## src/rtl/fp_add_arbiter.sv

```systemverilog
// fp_add_arbiter: round-robin sharing of one multi-cycle FP add/sub unit between
// NUM_REQ requesters. One operation in flight; operands are latched at grant,
// the adder gets a single clk_en pulse, and the result (or a qNaN on timeout)
// is returned to the owner before the priority pointer advances.
module fp_add_arbiter #(
  parameter int unsigned NUM_REQ = 4,
  parameter int unsigned DATA_W  = 32,
  parameter int unsigned TIMEOUT = 15
) (
  input  logic                      clock,
  input  logic                      reset_n,
  input  logic [NUM_REQ-1:0]        req,
  input  logic [NUM_REQ-1:0]        req_add_sub,
  input  logic [NUM_REQ*DATA_W-1:0] req_dataa,
  input  logic [NUM_REQ*DATA_W-1:0] req_datab,
  output logic [NUM_REQ-1:0]        ack,
  output logic [NUM_REQ-1:0]        resp_valid,
  output logic [DATA_W-1:0]         resp_result,
  output logic                      busy,
  output logic                      timeout_err,
  output logic                      add_clk_en,
  output logic                      add_add_sub,
  output logic [DATA_W-1:0]         add_dataa,
  output logic [DATA_W-1:0]         add_datab,
  input  logic [DATA_W-1:0]         add_result,
  input  logic                      add_done
);

  localparam int unsigned IdxW = (NUM_REQ > 1) ? $clog2(NUM_REQ) : 1;
  localparam int unsigned CntW = $clog2(TIMEOUT + 1);
  localparam logic [DATA_W-1:0] QNan = DATA_W'(32'h7FC0_0000);

  typedef enum logic [1:0] {
    StIdle,
    StIssue,
    StWait,
    StResp
  } state_e;

  state_e              state_q, state_d;
  logic [IdxW-1:0]     grant_q, grant_d;
  logic [IdxW-1:0]     last_grant_q, last_grant_d;
  logic [CntW-1:0]     cnt_q, cnt_d;
  logic [NUM_REQ-1:0]  ack_q, ack_d;
  logic [NUM_REQ-1:0]  resp_valid_q, resp_valid_d;
  logic [DATA_W-1:0]   resp_result_q, resp_result_d;
  logic                timeout_err_q, timeout_err_d;
  logic                add_clk_en_q, add_clk_en_d;
  logic                add_add_sub_q, add_add_sub_d;
  logic [DATA_W-1:0]   add_dataa_q, add_dataa_d;
  logic [DATA_W-1:0]   add_datab_q, add_datab_d;

  logic                win_valid;
  logic [IdxW-1:0]     win_idx;
  logic [IdxW-1:0]     cand;

  // Round-robin pick: first set req bit searching upward from last_grant+1, wrapping.
  always_comb begin
    win_valid = 1'b0;
    win_idx   = '0;
    cand      = '0;
    for (int unsigned k = 1; k <= NUM_REQ; k++) begin
      cand = IdxW'((32'(last_grant_q) + k) % NUM_REQ);
      if (!win_valid && req[cand]) begin
        win_valid = 1'b1;
        win_idx   = cand;
      end
    end
  end

  // Next-state and registered-output computation for the sequencer.
  always_comb begin
    state_d       = state_q;
    grant_d       = grant_q;
    last_grant_d  = last_grant_q;
    cnt_d         = cnt_q;
    ack_d         = '0;
    resp_valid_d  = '0;
    resp_result_d = resp_result_q;
    timeout_err_d = timeout_err_q;
    add_clk_en_d  = 1'b0;
    add_add_sub_d = add_add_sub_q;
    add_dataa_d   = add_dataa_q;
    add_datab_d   = add_datab_q;

    unique case (state_q)
      StIdle: begin
        if (win_valid) begin
          grant_d       = win_idx;
          add_dataa_d   = req_dataa[win_idx*DATA_W +: DATA_W];
          add_datab_d   = req_datab[win_idx*DATA_W +: DATA_W];
          add_add_sub_d = req_add_sub[win_idx];
          ack_d         = NUM_REQ'(1) << win_idx;
          // clk_en is high for the single cycle spent in StIssue.
          add_clk_en_d  = 1'b1;
          state_d       = StIssue;
        end
      end
      StIssue: begin
        cnt_d   = '0;
        state_d = StWait;
      end
      StWait: begin
        if (add_done) begin
          resp_result_d = add_result;
          resp_valid_d  = NUM_REQ'(1) << grant_q;
          state_d       = StResp;
        end else if (cnt_q == CntW'(TIMEOUT - 1)) begin
          // TIMEOUT full cycles in StWait without done: abandon with a quiet NaN.
          timeout_err_d = 1'b1;
          resp_result_d = QNan;
          resp_valid_d  = NUM_REQ'(1) << grant_q;
          state_d       = StResp;
        end else begin
          cnt_d = cnt_q + CntW'(1);
        end
      end
      StResp: begin
        last_grant_d = grant_q;
        state_d      = StIdle;
      end
      default: begin
        state_d = StIdle;
      end
    endcase
  end

  // State and output registers; async reset abandons any in-flight operation.
  always_ff @(posedge clock or negedge reset_n) begin
    if (!reset_n) begin
      state_q       <= StIdle;
      grant_q       <= '0;
      last_grant_q  <= IdxW'(NUM_REQ - 1);
      cnt_q         <= '0;
      ack_q         <= '0;
      resp_valid_q  <= '0;
      resp_result_q <= '0;
      timeout_err_q <= 1'b0;
      add_clk_en_q  <= 1'b0;
      add_add_sub_q <= 1'b1;
      add_dataa_q   <= '0;
      add_datab_q   <= '0;
    end else begin
      state_q       <= state_d;
      grant_q       <= grant_d;
      last_grant_q  <= last_grant_d;
      cnt_q         <= cnt_d;
      ack_q         <= ack_d;
      resp_valid_q  <= resp_valid_d;
      resp_result_q <= resp_result_d;
      timeout_err_q <= timeout_err_d;
      add_clk_en_q  <= add_clk_en_d;
      add_add_sub_q <= add_add_sub_d;
      add_dataa_q   <= add_dataa_d;
      add_datab_q   <= add_datab_d;
    end
  end

  assign ack         = ack_q;
  assign resp_valid  = resp_valid_q;
  assign resp_result = resp_result_q;
  assign busy        = (state_q != StIdle);
  assign timeout_err = timeout_err_q;
  assign add_clk_en  = add_clk_en_q;
  assign add_add_sub = add_add_sub_q;
  assign add_dataa   = add_dataa_q;
  assign add_datab   = add_datab_q;

endmodule

```

## config.mk

```make
export PLATFORM = sky130hd
export DESIGN_NAME = fp_add_arbiter
export DESIGN_NICKNAME = d
export VERILOG_FILES = /design/src/rtl/fp_add_arbiter.sv
export SDC_FILE = /design/constraint.sdc
export NUM_CORES = 1
export LEC_CHECK = 0
export ABC_CLOCK_PERIOD_IN_PS = 2050
export CAP_MARGIN = 0
export CORE_AREA = 2 2 159 161
export CTS_CLUSTER_SIZE = 40
export DETAILED_ROUTE_END_ITERATION = 10
export DIE_AREA = 0 0 161 163
export GPL_ROUTABILITY_DRIVEN = 0
export PLACE_DENSITY_LB_ADDON = 0.3
export SETUP_SLACK_MARGIN = 0.15
export SLEW_MARGIN = 20
export SYNTH_ARGS = -nofsm -noshare
export SYNTH_HDL_FRONTEND = slang
export SYNTH_SLANG_ARGS = --single-unit
```

## constraint.sdc

```tcl
create_clock -name clock -period 2.05 [get_ports clock]
set_input_delay 0.41 -clock clock [delete_from_list [all_inputs] [get_ports clock]]
set_output_delay 0.41 -clock clock [all_outputs]
set_load 0.1 [all_outputs]
```

==> summary.md <==
| Metric | Value |
|---|---|
| Cell variety after synth | 41 |
| R2R Path Start | last_grant_q[1]$_DFFE_PN1N_ |
| Worst setup path startpoint | last_grant_q[1]$_DFFE_PN1N_ |
| Clock-pin transition on the worst setup and hold timing paths | 0.06 ns |
| Setup TNS | 0 ns |
| Final core occ | 0.470 |
| WL final | 24.1 mm |
| DR iter-0 viols | ~240 |
| Core area | between 0.02 and 0.025 sq mm |
| Predominant post-synthesis flop cell | dfrtp_1 |
| Via count | 6,064 |
| Share of layout cells above drive strength 1 | 0.226 |
| Worst reg2reg path endpoint | add_datab[4]$_DFFE_PN0P_ |
| Global-route wire length before repair | about 35 mm |
| Layout area overhead | 85.1% |
| Clock sinks | 117 |
| Vias per std cell | 4.60 |
| Switching share of total power | 0.553 |
| Pre-CTS setup slack | -0.338 ns |
| # setup viols final | 0 |
| Fin. max-slew vios | 0 |
| Final hold violations | 0 |
| Hold Crit Depth | 1 |
| Root Buffer | clkbuf_16 |
| Critical path data required time | 2.33 ns |
| Leakage | between 0.005 and 0.006 uW |
| Final #Nets | 1,281 |
| Antenna violations before repair | 0 |
| Pin count of the biggest net entering global routing | 64 |
| Syn avg cell area | about 12 sq um |
| Clock skew | 0.00942 ns |
| Max-Cap Viols | 0 |
| Pint | around 10000 uW |
| Post-route worst hold slack | 0.487 ns |
| CP endpoint kind | flip-flop |
| GR Overflow Total | 0 |
| Drt wl/cell | between 15 and 20 um |
| Pwr Density | around 1900 mW/mm^2 |
| Min cycle time layout | 1.97 ns |
| Gr usage total | 0.172 |
| Dominant cells by area after synthesis | dfrtp_1 (46%), mux2i_1 (21%), o221ai_1 (9.1%), nand2_1 (4.6%), buf_12 (3.5%) |
| CTS tree | yes |
| Final ANT Viol Nets | 0 |
| Worst slew margin | 0.708 |
| Latest clock arrival within the worst-skew pair | 0.41 ns |
| Net Count, Synth | approximately 840 |
| # H-tree levels | 4 |
| N_diodes | 0 |
| Top-area cell type share of the netlist area | 0.456 |
| Mapped Cells | 531 |
| Die height | 163 um |
| Slew of the pin with the lowest slew margin | 0.438 ns |
| CTS buffer count | 17 |
| Setup slack after layout | 0.0771 ns |
| Number of synthesized register bits | 117 |
| Unrepaired setup endpoints after global routing | yes |
| Maximum vdd drop | 1.44 mV |
| Setup crit start kind | flip-flop |
| Rows | 58 |
| Pre-antenna DRT Iters | 6 |
| Worst setup path end | add_datab[4]$_DFFE_PN0P_ |
| Worst min path class | reg -> reg |
| Setup slack, reg-to-reg | 0.08 ns |
| DIE WIDTH | 161 um |
| Initial core utilization | 0.254 |
| Sequential share of power | 0.185 |
| EDFF count, synth | 0 |
| Synth async-reset ratio | 1.00 |
| Post-DP HPWL | 17.6 mm |
| Final period utilization | 0.962 |
| Min-delay src | timeout_err$_DFFE_PN0P_ |
| Max clock buf depth | 2 |
| Port-buffer cells | around 410 |
| Post-synthesis cell type with the largest combined area | dfrtp_1 |
| Clk pwr share | 0.149 |
| Register area share after synthesis | 0.468 |
| Die area | 0.0262 sq mm |
| Worst Path Max Fanout | 6 |
| Ports | 407 |
| Status | finished, final reports clean |
| Worst R2R Path Depth | 7 |
| Drt drc | 0 |
| Vias in the first global route | 6,069 |
| Crit path arrival time | between 2 and 2.5 ns |
| FMAX | 507 MHz |
| Crit Path Class | reg -> reg |
| Mapped Area | 0.00626 sq mm |
| Combinational share of power | 0.666 |
| P_sw | 12,100 uW |
| Yosys warnings | 0 |
## state kept, by name, indices dropped and copies added (netlist names)
name and count:
resp_result 32, state_q 2, last_grant_q 2, ack 4, add_add_sub 1, add_clk_en 1, grant_q 2, cnt_q 4
resp_valid 4, add_dataa 32, timeout_err 1, add_datab 32
## power by group through the flow
stage	combinational, uW	clock [uW]	sequential [uW]
after detailed placement	14200	0	4070
after global placement	14100	0	4080
after CTS	14200	3370	4070
after global routing	15200	3470	4200
final	14600	3260	4060
after floorplan	3740	0	10900
## final cells by class
cell class	count	area (sq um)
clock buffer	17	425
clock inverter	15	204
fill	2301	13100
inverter	6	25.0
multi-input combinational	364	2920
sequential	117	2930
tap	330	413
timing repair buffer	470	4670
## layout by cell type, fill, tap and decap left out, types with 2 or more instances in the layout
| cell type | n |
|---|---|
| a21oi_1 | 3 |
| a22o_1 | 23 |
| and3_1 | 3 |
| buf_12 | 18 |
| buf_4 | 141 |
| buf_6 | 2 |
| buf_8 | 3 |
| bufinv_16 | 3 |
| clkbuf_16 | 24 |
| clkdlybuf4s50_1 | 296 |
| dfrtp_1 | 114 |
| dfstp_2 | 3 |
| ha_1 | 5 |
| inv_1 | 5 |
| inv_6 | 6 |
| inv_8 | 4 |
| mux2i_1 | 124 |
| mux2i_2 | 7 |
| nand2_1 | 76 |
| nand2b_1 | 3 |
| nand2b_4 | 2 |
| nand3_1 | 4 |
| nor2_1 | 10 |
| nor2b_1 | 2 |
| o21ai_0 | 3 |
| o21ai_1 | 5 |
| o221ai_1 | 65 |
| o22a_1 | 10 |
## cells by family (layout without fill, tap and decap cells)
| kind of cell | Yosys count | in the layout | share of synthesized area |
|---|---|---|---|
| adders and majority gates | 6 | 6 | 0.0120 |
| xor gates and xnor gates | 1 | 1 | 0.00140 |
| muxes | 132 | 132 | 0.211 |
| DFF | 117 | 117 | 0.468 |
| AOI/OAI and AO/OA | 115 | 115 | 0.156 |
| buffers and inverters | 50 | 508 | 0.0738 |
| and+or+nand+nor | 110 | 110 | 0.0772 |
## worst max-delay path: stages (launching register included)
cell and delay, ns:
dfstp_2 0.58, mux2i_1 0.29, o221ai_4 0.16, buf_12 0.18, clkbuf_16 0.17, buf_12 0.14, mux2i_2 0.19, o221ai_1 0.13
## worst min-delay path by stage
stage | end | slack [ns]
6_report | timeout_err$_DFFE_PN0P_ | 0.49
5_1_grt | timeout_err$_DFFE_PN0P_ | 0.50
4_1_cts | timeout_err$_DFFE_PN0P_ | 0.49
3_5_place_dp | resp_valid[2]$_DFF_PN0_ | 0.45
3_3_place_gp | resp_valid[2]$_DFF_PN0_ | 0.45
2_1_floorplan | ack[0]$_DFF_PN0_ | 0.11
## per-stage QoR
step,instances,power [uW],instance area (sq um)
after global placement,1273,18200,10600
after detailed placement,1273,18300,10600
final,1319,21900,11600
after global routing,1319,22900,11600
after floorplan,531,14600,6260
after CTS,1309,21700,11300
## cells in the mapped netlist, types with 5 or more instances
cell	count
buf_12	11
o21ai_1	5
buf_2	11
clkbuf_1	14
nor2_1	10
ha_1	6
nand2_1	76
dfrtp_1	114
o22a_1	10
nand2b_1	5
mux2i_1	131
a22o_1	23
inv_1	5
o221ai_1	65
## layer usage
metal  global-route usage  wire length (um)
met5                    0                 0
met4               0.0300               246
met3               0.0576              1740
met2                0.307             12300
met1                0.203              9720
## repair_timing
item,4_1_cts,5_1_grt
pin swaps,1,15
hold buffers,1,0
setup endpoints to repair,60,89
buffers inserted,3,3
gates cloned,0,7
hold endpoints to repair,6,0
gates resized for setup,1,20
No activity file was read; power rests on OpenSTA's default activity.
